--- config.mk ---
export PLATFORM = sky130hd
export DESIGN_NAME = fib_stream_buffer
export DESIGN_NICKNAME = d
export VERILOG_FILES = /design/src/rtl/seq_pkg.sv /design/src/rtl/seq_fifo.sv /design/src/rtl/fib_stream_buffer.sv
export SDC_FILE = /design/constraint.sdc
export NUM_CORES = 1
export LEC_CHECK = 0
export BUFFER_PORTS_ARGS = -buffer_cell sky130_fd_sc_hd__buf_2
export CORE_ASPECT_RATIO = 1.1
export CORE_MARGIN = 4
export CORE_UTILIZATION = 30
export DETAILED_ROUTE_END_ITERATION = 6
export PLACE_DENSITY = 0.42
export SLEW_MARGIN = 25
export SYNTH_ARGS = -nofsm -noshare
export SYNTH_HDL_FRONTEND = slang
export SYNTH_HIERARCHICAL = 1
export SYNTH_SLANG_ARGS = --single-unit
--- constraint.sdc ---
create_clock -name clk -period 7.8 [get_ports clk]
set_clock_uncertainty 0.05 [all_clocks]
set_input_delay 0.78 -clock clk [delete_from_list [all_inputs] [get_ports clk]]
set_output_delay 0.78 -clock clk [all_outputs]
set_load 0.05 [all_outputs]
--- src/rtl/seq_pkg.sv ---
// Shared types for the Fibonacci stream buffer: sample type, FIFO entry, checker states.
package seq_pkg;

    typedef logic [31:0] seq_t;

    typedef struct packed {
        seq_t       data;
        logic       wrap;
        logic [7:0] idx;
    } seq_entry_t;

    typedef enum logic [1:0] {
        PRIME0,
        PRIME1,
        CHECK
    } chk_state_t;

endpackage

--- src/rtl/seq_fifo.sv ---
// Synchronous FIFO of seq_entry_t. Pointers carry one extra wrap bit so that
// full and empty can be told apart when the index bits are equal.
module seq_fifo
    import seq_pkg::*;
#(
    parameter int DEPTH = 8
) (
    input  logic       clk,
    input  logic       reset,
    input  logic       push,
    input  seq_entry_t wdata,
    input  logic       pop,
    output seq_entry_t rdata,
    output logic       full,
    output logic       empty
);
    localparam int AW = $clog2(DEPTH);
    localparam int PW = AW + 1;

    seq_entry_t    mem [DEPTH];
    logic [PW-1:0] wptr;
    logic [PW-1:0] rptr;

    assign empty = (wptr == rptr);
    assign full  = (wptr[AW] != rptr[AW]) && (wptr[AW-1:0] == rptr[AW-1:0]);
    assign rdata = mem[rptr[AW-1:0]];

    // Storage array; no reset needed, validity is tracked by the pointers.
    // A push while full-and-popping reuses the slot being read out this cycle.
    always_ff @(posedge clk) begin
        if (push) begin
            mem[wptr[AW-1:0]] <= wdata;
        end
    end

    // Read/write pointers; a push is only issued by the owner when space exists
    // or a pop frees one in the same cycle.
    always_ff @(posedge clk or posedge reset) begin
        if (reset) begin
            wptr <= '0;
            rptr <= '0;
        end else begin
            if (push) wptr <= wptr + PW'(1);
            if (pop && !empty) rptr <= rptr + PW'(1);
        end
    end

endmodule

--- src/rtl/fib_stream_buffer.sv ---
// Consumer of the sequence generator stream: checks the Fibonacci recurrence
// mod 2^32, tags each sample with a wrap flag and index, buffers it, and hands
// it downstream over valid/ready, counting samples lost to a full FIFO.
module fib_stream_buffer
    import seq_pkg::*;
#(
    parameter int DEPTH  = 8,
    parameter int DROP_W = 16
) (
    input  logic              clk,
    input  logic              reset,
    input  logic [31:0]       seq_i,
    input  logic              seq_vld_i,
    output logic [31:0]       out_data_o,
    output logic              out_wrap_o,
    output logic [7:0]        out_idx_o,
    output logic              out_valid_o,
    input  logic              out_ready_i,
    output logic              err_o,
    output logic              full_o,
    output logic [DROP_W-1:0] drop_cnt_o
);
    chk_state_t        state;
    chk_state_t        state_nxt;
    seq_t              p1;
    seq_t              p2;
    seq_t              prev;
    seq_t              sum;
    logic [7:0]        idx;
    logic [DROP_W-1:0] drop_cnt;
    logic              err;
    logic              wrap;
    logic              mismatch;
    logic              push;
    logic              pop;
    logic              full;
    logic              empty;
    seq_entry_t        wentry;
    seq_entry_t        head;

    assign sum      = p1 + p2;
    assign mismatch = seq_vld_i && (state == CHECK) && (seq_i != sum);
    // Any state past PRIME0 means at least one sample has been seen since reset.
    assign wrap     = (state != PRIME0) && (seq_i < prev);

    assign pop    = !empty && out_ready_i;
    assign push   = seq_vld_i && (!full || pop);
    assign wentry = '{data: seq_i, wrap: wrap, idx: idx};

    seq_fifo #(.DEPTH(DEPTH)) u_fifo (
        .clk   (clk),
        .reset (reset),
        .push  (push),
        .wdata (wentry),
        .pop   (pop),
        .rdata (head),
        .full  (full),
        .empty (empty)
    );

    // Head fields are forced to zero while empty so reset values are defined.
    assign out_valid_o = !empty;
    assign out_data_o  = empty ? '0 : head.data;
    assign out_wrap_o  = empty ? 1'b0 : head.wrap;
    assign out_idx_o   = empty ? '0 : head.idx;
    assign err_o       = err;
    assign full_o      = full;
    assign drop_cnt_o  = drop_cnt;

    // Checker state register.
    always_ff @(posedge clk or posedge reset) begin
        if (reset) state <= PRIME0;
        else       state <= state_nxt;
    end

    // Checker next state: advances only on valid samples.
    always_comb begin
        state_nxt = state;
        if (seq_vld_i) begin
            case (state)
                PRIME0:  state_nxt = PRIME1;
                PRIME1:  state_nxt = CHECK;
                CHECK:   state_nxt = CHECK;
                default: state_nxt = PRIME0;
            endcase
        end
    end

    // Recurrence history, previous sample, index, sticky error and drop count.
    // Every valid sample feeds these, including dropped ones.
    always_ff @(posedge clk or posedge reset) begin
        if (reset) begin
            p1       <= '0;
            p2       <= '0;
            prev     <= '0;
            idx      <= '0;
            err      <= 1'b0;
            drop_cnt <= '0;
        end else if (seq_vld_i) begin
            case (state)
                PRIME0:  p2 <= seq_i;
                PRIME1:  p1 <= seq_i;
                default: begin
                    p2 <= p1;
                    p1 <= seq_i;
                end
            endcase
            prev <= seq_i;
            idx  <= idx + 8'd1;
            if (mismatch) err <= 1'b1;
            if (!push && (drop_cnt != '1)) drop_cnt <= drop_cnt + DROP_W'(1);
        end
    end

endmodule

==> flow_summary.toml, run 1 <==
[flow_run]
max_cap_violations = 0

[global_route]
grt_pass1_vias = 13200
grt.total_usage = 0.144
grt.overflow.total = 0
grt_pass1_wl_um = 82100
antenna_violations_before_repair = 0
grt_start_max_net_pins = 65

[critical_path]
worst_reg_to_reg_path_cell_count = 9
cp_slowest_stage_delay_ps = 840
crit_fanout = 44
worst-endpoint-required_ps = 8020
startpoint = "u_fifo/rptr[2]$_DFFE_PP0P_"
start_kind = "flip-flop"
critical_path_arrival_ps = 4810
reg2reg_to = "u_fifo/mem[4][18]$_DFFE_PP_"
slowest_stage = "sky130_fd_sc_hd__nor2_4"
cell_chain_of_the_critical_path = "buf_4 > xnor2_1 > and4_2 > inv_1 > nand2_1 > a21boi_0 > nand2b_1 > nor2_4 > buf_4"
crit-reg2reg-launch = "u_fifo/rptr[2]$_DFFE_PP0P_"
critical_path_class = "flip-flop to flip-flop"
timing.critical_path.depth = 9
worst_path_buffer_plus_inverter_count = 3
cp_endpoint_kind = "flip-flop"
r2r_setup_slack_ps = 3210
crit_top_cell = "sky130_fd_sc_hd__buf_4"
cp_top_family = "simple AND/OR/NAND/NOR gates"
worstSetupEndpoint = "u_fifo/mem[4][18]$_DFFE_PP_"

[finish]
layout_commonest_cell = "sky130_fd_sc_hd__edfxtp_1"
layout.nets = 1629
post-route-cell-area_um2 = 24400
layout-drive-gt1-share = 0.244
flow.area_growth_from_synthesis_pct = 15.6
leading_cell_types_in_the_layout_fill_and_taps_excluded = "sky130_fd_sc_hd__edfxtp_1, sky130_fd_sc_hd__dfrtp_1, sky130_fd_sc_hd__nand2_1"
final_util = 0.352
antennaDiodeCount = 0

[logic_synthesis]
synth_enable_flop_cells = 328
async_flop_share = 0.285
synth_cell_types = 80
ys.flop_type = "sky130_fd_sc_hd__edfxtp_1"
seq_area_frac_synth = 0.621
synth.cell_area_um2 = 21100
synthesis.area_per_instance_um2 = 14.9
synthCells = 1418
synthesis.nets = 1524
synth_seq_cells = 459
yosys_warnings = 6

[timing]
final.hold.worst_slack_ps = 156
fin_setup_tns_ps = 0
rsz0062_at_grt = "no"
timing.final.crit_share = 0.589
tightest_slew_ps = 958
fmax_mhz = 218
final_period_minus_worst_setup_slack_ps = 4590
finalMaxSlewViolations = 0
slew_headroom = 0.360
hold_violations = 0
final-setup-viol-count = 0

[clock_network]
clkTransAtPathRegs_ps = 60
clock_latency_ps = 600
clock_tree.buffer_depth = 3
h-tree-depth = 2
cts-resized-gates = 0
tritoncts.num_buffers = 53
postCtsSetupRepairBufs = 0
cts_tree = "built"
clk_root_buffer_cell = "sky130_fd_sc_hd__clkbuf_16"
clock_sinks = 459
cts-hold-fix-buffers = 0

[place]
gp_congestion = 0.882
placement.cell_area_um2 = 22700
dpl.hpwl_um = 34500
numPortBuffers = 95

[route]
avgRoutedWirePerCell_um = 21.3
vias = 12200
postRouteWirelength_um = 53200
post-route-drc-count = 0
wl_met3_um = 1840
detail_route.wirelength.met1_um = 23600
drt-initial-drc-count = 701
drt.antenna.violating_nets = 0
topRoutingLayerUsed = "met4"
route.met2.wl_um = 26400
detail_route.first_pass.iterations = 5
drt-vias-per-instance = 4.89

[die]
core_um2 = 69400
core.rowCount = 101
die_height_um = 286
design.die.area_um2 = 74800
die-width_um = 261
io_pins = 96
floorplan.initialDensity = 0.305

[power]
p_total_uw = 11200
leakage_component_of_the_power_uw = 0.00901
power.ir.vdd_worst_mv = 0.231
pwr_density_cell_nw_per_um2 = 459

[min_path]
timing.hold.worst.class = "input pin to asynchronous set/reset pin"

[outcome]
outcome = "finished clean"
[where the power goes]
part	total, uW	internal, uW	switching, uW
registers	3520	3200	323
logic	5280	1970	3310
clock network	2420	1400	1020
[through the flow]
stage	std cells	setup WS (ps)
2_1_floorplan	1418	2250
3_3_place_gp	2393	3150
3_5_place_dp	2395	3100
4_1_cts	2494	2790
5_1_grt	2494	2700
6_report	2494	3210
[registers in the layout, summed over array words and instances, names as in the netlist]
register     cells
drop_cnt_o      16
state            2
u_fifo/wptr      4
p1              32
prev            32
idx              8
u_fifo/rptr      4
u_fifo/mem     328
err_o            1
p2              32
[synth_stat cells, drive strengths merged (7+ instances only)]
| library cell | number | area (um^2) |
|---|---|---|
| o21a | 7 | 53.8 |
| nand3 | 16 | 80.1 |
| o21ai | 93 | 465 |
| mux2 | 78 | 878 |
| mux4 | 82 | 1850 |
| edfxtp | 328 | 9850 |
| buf | 33 | 209 |
| nor2 | 35 | 131 |
| a211oi | 10 | 75.1 |
| a21o | 24 | 181 |
| xor2 | 19 | 166 |
| clkbuf | 30 | 113 |
| ha | 69 | 863 |
| a21oi | 38 | 198 |
| nor2b | 50 | 313 |
| mux2i | 34 | 340 |
| nand2b | 13 | 81.3 |
| nand4 | 24 | 150 |
| nor3 | 12 | 60.1 |
| and3 | 9 | 56.3 |
| a31oi | 8 | 50.1 |
| nand2 | 108 | 405 |
| dfrtp | 131 | 3280 |
| inv | 42 | 158 |
| xnor2 | 54 | 473 |
[metal layers]
| layer | global-route usage | up-vias |
|---|---|---|
| li1 | - | 5628 |
| met1 | 0.190 | 6272 |
| met2 | 0.247 | 210 |
| met3 | 0.0222 | 87 |
| met4 | 0.0383 | 0 |
| met5 | 0 | - |
[worst min-delay path by stage]
stage,startpoint,endpoint,slack [ps],cells after the start
2_1_floorplan,p2[0]$_DFFE_PP0P_,p2[0]$_DFFE_PP0P_,400,2
3_3_place_gp,p2[21]$_DFFE_PP0P_,p2[21]$_DFFE_PP0P_,410,2
3_5_place_dp,p2[13]$_DFFE_PP0P_,p2[13]$_DFFE_PP0P_,420,2
4_1_cts,reset,u_fifo/wptr[2]$_DFFE_PP0P_,130,2
5_1_grt,reset,u_fifo/wptr[2]$_DFFE_PP0P_,160,2
6_report,reset,u_fifo/wptr[2]$_DFFE_PP0P_,160,2
[layout make-up]
| cell class | count | area [um^2] |
|---|---|---|
| sequential | 459 | 13100 |
| multi-input combinational | 853 | 7600 |
| fill | 6649 | 44900 |
| timing repair buffer | 114 | 667 |
| inverter | 42 | 163 |
| tap | 927 | 1160 |
| clock buffer | 64 | 1380 |
| clock inverter | 35 | 334 |
[cells by family (layout without fill, tap and decap cells)]
| logic type | Yosys count | after routing | synth area share |
|---|---|---|---|
| flops | 459 | 459 | 0.621 |
| simple gates | 286 | 286 | 0.0676 |
| compound gates | 230 | 230 | 0.0712 |
| mux | 194 | 194 | 0.145 |
| buf+inv | 106 | 255 | 0.0231 |
| xor+xnor | 73 | 73 | 0.0302 |
| fa+ha+maj | 70 | 70 | 0.0418 |
Power figures use the tool's default switching activity.
==> run 2: changes to the inputs <==
Settings changed: ABC_AREA from default to 1, PLACE_DENSITY 0.42 to 0.43.
Clock period 7.8 ns to 3.7 ns, I/O delays scaled along.
==> run 2 against run 1 <==
Effect of this change: largest power group unchanged; hold slack got worse by 33 ps; sequential cell count is the same; global-route usage up 1.6 points; combinational power up 100%; core utilization is 0.26 points lower; sequential share of layout area shrank 2.7 points; die area rose by 5.9%; sequential power grew 110%; worst setup slack got worse by 2900 ps; synthesized cell count rose by 72%.
==> flow_summary.toml, run 2 <==
[logic_synthesis]
yosys-mux-area-fraction = 0
ys.flop_type = "sky130_fd_sc_hd__edfxtp_1"
async_flop_share = 0.285
synth_cell_types = 42
synthAdderAreaFrac = 0.0394
synthCells = 2444
synthesis.nets = 2550
synth-compound-area-share = 0.0911
netlist_top_cells_area = "sky130_fd_sc_hd__edfxtp_1, sky130_fd_sc_hd__dfrtp_1, sky130_fd_sc_hd__nand2_1"
synth_top_family_by_area = "simple AND/OR/NAND/NOR gates"
synthDominantAreaCellType = "sky130_fd_sc_hd__edfxtp_1"
list_of_most_frequent_post_synthesis_cells = "sky130_fd_sc_hd__nand2_1, sky130_fd_sc_hd__nor2_1, sky130_fd_sc_hd__edfxtp_1, sky130_fd_sc_hd__o21ai_0, sky130_fd_sc_hd__inv_1"
synth-simple-area-share = 0.198
synth_seq_cells = 459
synth_enable_flop_cells = 328
seq_area_frac_synth = 0.585
synthesis.area_per_instance_um2 = 9.18
netlist.area_leader.share = 0.439
yosys_warnings = 6
synth.cell_area_um2 = 22400
synthMostInstantiatedCell = "sky130_fd_sc_hd__nand2_1"
area_share_of_xor_xnor_cells_in_the_synthesized_design = 0.0209

[place]
dpl.hpwl_um = 40100
numPortBuffers = 95
placement.cell_area_um2 = 24100
post-place-cells = 3437
preCtsSetupSlack_ps = 621
gp_congestion = 0.852

[finish]
layout-drive-gt1-share = 0.0997
leading_cell_types_in_the_layout_fill_and_taps_excluded = "sky130_fd_sc_hd__nand2_1, sky130_fd_sc_hd__nor2_1, sky130_fd_sc_hd__edfxtp_1"
layout.nets = 2643
final_cell_count_no_fill = 3533
layout_commonest_cell = "sky130_fd_sc_hd__nand2_1"
flow.area_growth_from_synthesis_pct = 14.8
fillCellCount = 7538
post-route-cell-area_um2 = 25800
largest_reg_flops = 328

[critical_path]
cell_chain_of_the_critical_path = "buf_12 > o21ai_0 > o21ai_1 > nand2_1 > nand2_1 > inv_1 > nor2_1 > buf_2"
crit_fanout = 141
slowest_stage = "sky130_fd_sc_hd__dfrtp_4"
critical_path_class = "flip-flop to output pin"
critical_path_arrival_ps = 2980
cp_endpoint_kind = "output pin"
crit_top_cell = "sky130_fd_sc_hd__nand2_1"
cp_slowest_stage_delay_ps = 620
start_kind = "flip-flop"
worst-endpoint-required_ps = 3280

[clock_network]
tritoncts.num_buffers = 51
clk_root_buffer_cell = "sky130_fd_sc_hd__clkbuf_16"
clock_latency_ps = 610
h-tree-depth = 2
clock_sinks = 459
cts_tree = "built"
clkTransAtPathRegs_ps = 70
clock_tree.buffer_depth = 3
postCtsSetupRepairBufs = 0

[timing]
final.hold.worst_slack_ps = 123
rsz0062_at_grt = "no"
timing.final.crit_share = 0.918
fmax_mhz = 294
finalMaxSlewViolations = 0
final-setup-viol-count = 0
tightest_slew_ps = 907
post-route-worst-setup-slack_ps = 303
hold_violations = 0
final_period_minus_worst_setup_slack_ps = 3400
slew_headroom = 0.396

[route]
avgRoutedWirePerCell_um = 17.9
drt.antenna.violating_nets = 0
detail_route.first_pass.iterations = 5
post-route-drc-count = 0
drt-vias-per-instance = 4.66
drt-initial-drc-count = 998
vias = 16500
postRouteWirelength_um = 63100

[die]
core.rowCount = 104
core_um2 = 73700
die_height_um = 295
die-width_um = 269
floorplan.initialDensity = 0.304
design.die.area_um2 = 79200
io_pins = 96

[global_route]
grt_start_max_net_pins = 166
grt.total_usage = 0.160
grt.overflow.total = 0
antenna_violations_before_repair = 1
grt_pass1_wl_um = 98700
grt_pass1_vias = 16800

[power]
pwr_density_cell_nw_per_um2 = 896
p_total_uw = 23100
leakage_component_of_the_power_uw = 0.0111
power.ir.vdd_worst_mv = 0.519

[flow_run]
max_cap_violations = 0

[outcome]
outcome = "finished clean"

[min_path]
timing.hold.worst.class = "input pin to flip-flop"
[run 2: changes by cell type after synthesis, sizes merged, moves of 64 or more]
cell,delta
inv,+216
mux2,-78
mux4,-82
nand2,+482
nand3,+64
nor2,+362
o21ai,+269
[run 2: area by class of cell]
| cell class | instances | area [um^2] | area share |
|---|---|---|---|
| Clock inverter | 28 | 285 | 0.0111 |
| Multi-Input combinational cell | 1631 | 7910 | 0.307 |
| Clock buffer | 66 | 1360 | 0.0529 |
| Inverter | 259 | 982 | 0.0381 |
| Antenna cell | 1 | 2.50 | 0.0000972 |
| Sequential cell | 459 | 13100 | 0.510 |
| Timing Repair Buffer | 135 | 878 | 0.0341 |
| Tap cell | 954 | 1190 | 0.0464 |
[run 2: cells by family (layout without fill, tap and decap cells)]
| family | after synthesis | count (layout) |
|---|---|---|
| buf+inv | 354 | 488 |
| fa+ha+maj | 70 | 70 |
| xor+xnor | 52 | 52 |
| compound gates | 403 | 403 |
| flops | 459 | 459 |
| other cells | 0 | 1 |
| simple gates | 1106 | 1106 |
[run 2: final timing paths]
kind	start	endpoint	slack, ps	cells past startpoint
min reg2reg	p2[15]$_DFFE_PP0P_	p2[15]$_DFFE_PP0P_	440	2
max reg2reg	u_fifo/rptr[1]$_DFFE_PP0P_	u_fifo/mem[2][28]$_DFFE_PP_	600	12
max	u_fifo/rptr[1]$_DFFE_PP0P_	out_data_o[15]	300	8
min	seq_i[7]	u_fifo/mem[3][16]$_DFFE_PP_	120	1
min in group asynchronous	reset	u_fifo/rptr[0]$_DFFE_PP0P_	290	3
max in group asynchronous	reset	p2[20]$_DFFE_PP0P_	2380	4
[run 2: through the flow]
step	setup TNS, ps	utilization
floorplan	-70860	-
global placement	0	0.327
detailed placement	0	0.327
CTS	0	0.350
global route	0	0.350
finish	0	0.350
[run 2: metal layers]
layer / up-vias / routed length [um] / track usage / share of wire
met5: - / 0 / 0 / 0
met2: 247 / 30800 / 0.281 / 0.49
li1: 8195 / - / - / -
met1: 7927 / 28600 / 0.211 / 0.45
met3: 86 / 2120 / 0.0199 / 0.034
met4: 0 / 1500 / 0.0397 / 0.024
[run 2: repair_timing]
action / 4_1_cts / 5_1_grt
resized for setup: 0 / 0
hold endpoints to repair: 113 / 0
hold buffers: 1 / 0
[run 2: worst max-delay path, delay by kind of cell (launching register included)]
family	cells	cell delay (ps)
and+or+nand+nor	3	370
DFF	1	620
AOI/OAI and AO/OA	2	360
buffers and inverters	3	780
[run 2: power by group]
group          internal, uW  total (uW)  switching (uW)  leakage [uW]
sequential             6660        7240             577       0.00459
clock                  2940        5030            2080      0.000803
combinational          3010       10800            7810       0.00567
total                 12600       23100           10500        0.0111
==> run 3: changes to the inputs <==
--- a/config.mk
+++ b/config.mk
@@ -11,5 +11,5 @@
 export CORE_MARGIN = 4
-export CORE_UTILIZATION = 30
+export CORE_UTILIZATION = 40
 export DETAILED_ROUTE_END_ITERATION = 6
-export PLACE_DENSITY = 0.43
+export PLACE_DENSITY = 0.55
 export SLEW_MARGIN = 25
--- a/constraint.sdc
+++ b/constraint.sdc
@@ -4,2 +4,2 @@
 set_output_delay 0.37 -clock clk [all_outputs]
-set_load 0.05 [all_outputs]
+set_load 0.02 [all_outputs]
==> run 3 against run 2 <==
Effect of this change: sequential cell count unchanged; clock-buffer cell count fell by 7; die area decreased by 24%; clock power is 5.8% lower; non-clock buffer count grew 1; critical path depth is 2 higher; global-route usage grew 3.0 points; worst setup slack better by 180 ps; critical endpoint unchanged; largest cell class unchanged.
==> flow_summary.toml, run 3 (synthesis gave the netlist of run 2 again) <==
[route]
post-route-drc-count = 0
drt-vias-per-instance = 5.00
postRouteWirelength_um = 57300
drt.antenna.violating_nets = 0
vias = 16500
drt-initial-drc-count = 1173
detail_route.first_pass.iterations = 5
avgRoutedWirePerCell_um = 17.3

[timing]
finalMaxSlewViolations = 0
final-setup-viol-count = 0
tightest_slew_ps = 885
hold_violations = 0
fmax_mhz = 311
rsz0062_at_grt = "no"
timing.final.crit_share = 0.870
final_period_minus_worst_setup_slack_ps = 3220
post-route-worst-setup-slack_ps = 482
slew_headroom = 0.410
fin_setup_tns_ps = 0

[outcome]
outcome = "finished clean"

[finish]
antennaDiodeCount = 0
largest_reg_flops = 328
layout-drive-gt1-share = 0.0999
layout_commonest_cell = "sky130_fd_sc_hd__nand2_1"
fillCellCount = 5315
post-route-cell-area_um2 = 25400
flow.area_growth_from_synthesis_pct = 13.0
leading_cell_types_in_the_layout_fill_and_taps_excluded = "sky130_fd_sc_hd__nand2_1, sky130_fd_sc_hd__nor2_1, sky130_fd_sc_hd__edfxtp_1"
layout.nets = 2640

[critical_path]
critical_path_class = "flip-flop to output pin"
critical_path_arrival_ps = 2800
crit-reg2reg-launch = "u_fifo/rptr[0]$_DFFE_PP0P_"
cp_endpoint_kind = "output pin"
reg2reg_to = "u_fifo/mem[5][12]$_DFFE_PP_"
r2r_setup_slack_ps = 660
startpoint = "u_fifo/rptr[0]$_DFFE_PP0P_"
crit_fanout = 109
worst_reg_to_reg_path_cell_count = 13
worst-endpoint-required_ps = 3280
start_kind = "flip-flop"

[flow_run]
max_cap_violations = 0

[die]
floorplan.initialDensity = 0.406
core.rowCount = 90
design.die.area_um2 = 59900
die_height_um = 256
core_um2 = 55200
die-width_um = 234
io_pins = 96

[power]
leakage_component_of_the_power_uw = 0.0110
p_total_uw = 21500
power.ir.vdd_worst_mv = 0.452
pwr_density_cell_nw_per_um2 = 849

[clock_network]
postCtsSetupRepairBufs = 0
tritoncts.num_buffers = 47
cts_tree = "built"
clk_root_buffer_cell = "sky130_fd_sc_hd__clkbuf_16"
cts-resized-gates = 0
clock_sinks = 459
h-tree-depth = 2
clock_tree.buffer_depth = 3
cts-hold-fix-buffers = 1
clock_latency_ps = 590
clkTransAtPathRegs_ps = 60

[global_route]
grt_pass1_vias = 16400
grt.total_usage = 0.190
grt.overflow.total = 0
antenna_violations_before_repair = 2
grt_pass1_wl_um = 90600
grt_start_max_net_pins = 166

[min_path]
worstHoldPathCells = 3
worstHoldStart = "seq_i[4]"
timing.hold.worst.class = "input pin to flip-flop"
whs_endpoint = "p1[4]$_DFFE_PP0P_"

[place]
numPortBuffers = 95
preCtsSetupSlack_ps = 676
placement.cell_area_um2 = 23800
dpl.hpwl_um = 35800
gp_congestion = 0.931
-- run 3: cell types whose count changed in the layout (fill, tap and decap cells not counted), moves of 2 or more --
cell	delta
sky130_fd_sc_hd__clkbuf_16	-4
sky130_fd_sc_hd__clkinv_2	+2
sky130_fd_sc_hd__clkinv_1	-4
sky130_fd_sc_hd__buf_12	-2
sky130_fd_sc_hd__buf_4	+2
sky130_fd_sc_hd__clkbuf_1	-3
sky130_fd_sc_hd__clkinvlp_4	+2
sky130_fd_sc_hd__clkinv_4	+2
-- run 3: cell type report --
class	count	area, um^2	area share
clock buffer	59	1250	0.0494
clock inverter	28	293	0.0115
inverter	259	980	0.0386
multi-input combinational	1631	7910	0.312
sequential	459	13100	0.518
tap	736	921	0.0363
timing repair buffer	136	865	0.0341
-- run 3: critical path: stages, from the launching register on --
cell	delay (ps)
sky130_fd_sc_hd__dfrtp_4	440
sky130_fd_sc_hd__buf_6	560
sky130_fd_sc_hd__nor2_1	110
sky130_fd_sc_hd__nor2_1	110
sky130_fd_sc_hd__o21ai_0	80
sky130_fd_sc_hd__o21ai_0	110
sky130_fd_sc_hd__nand2_1	70
sky130_fd_sc_hd__nand2_1	100
sky130_fd_sc_hd__inv_1	40
sky130_fd_sc_hd__nor2_1	210
sky130_fd_sc_hd__buf_2	220
-- run 3: routing by layer --
metal	global-route usage	routed length (um)
met1	0.254	25400
met2	0.323	27700
met3	0.0284	2690
met4	0.0546	1540
met5	0	10
-- run 3: report_power, final --
group | internal, uW | switching (uW)
Sequential | 6660 | 508
Combinational | 3010 | 6610
Clock | 2700 | 2040
-- run 3: metrics by stage --
step            util  cells  hold WS [ps]
6_report       0.459   3308           124
5_1_grt        0.459   3308           109
4_1_cts        0.459   3308          88.4
3_5_place_dp   0.431   3220           345
3_3_place_gp   0.431   3220           337
2_1_floorplan      -   2444           136
-- run 3: worst max path at each step --
stage	endpoint	depth (start not counted)
finish	out_data_o[15]	10
global route	out_data_o[15]	10
CTS	out_data_o[15]	10
detailed placement	drop_cnt_o[15]$_DFFE_PP0P_	14
global placement	u_fifo/mem[5][9]$_DFFE_PP_	13
floorplan	u_fifo/mem[3][0]$_DFFE_PP_	13
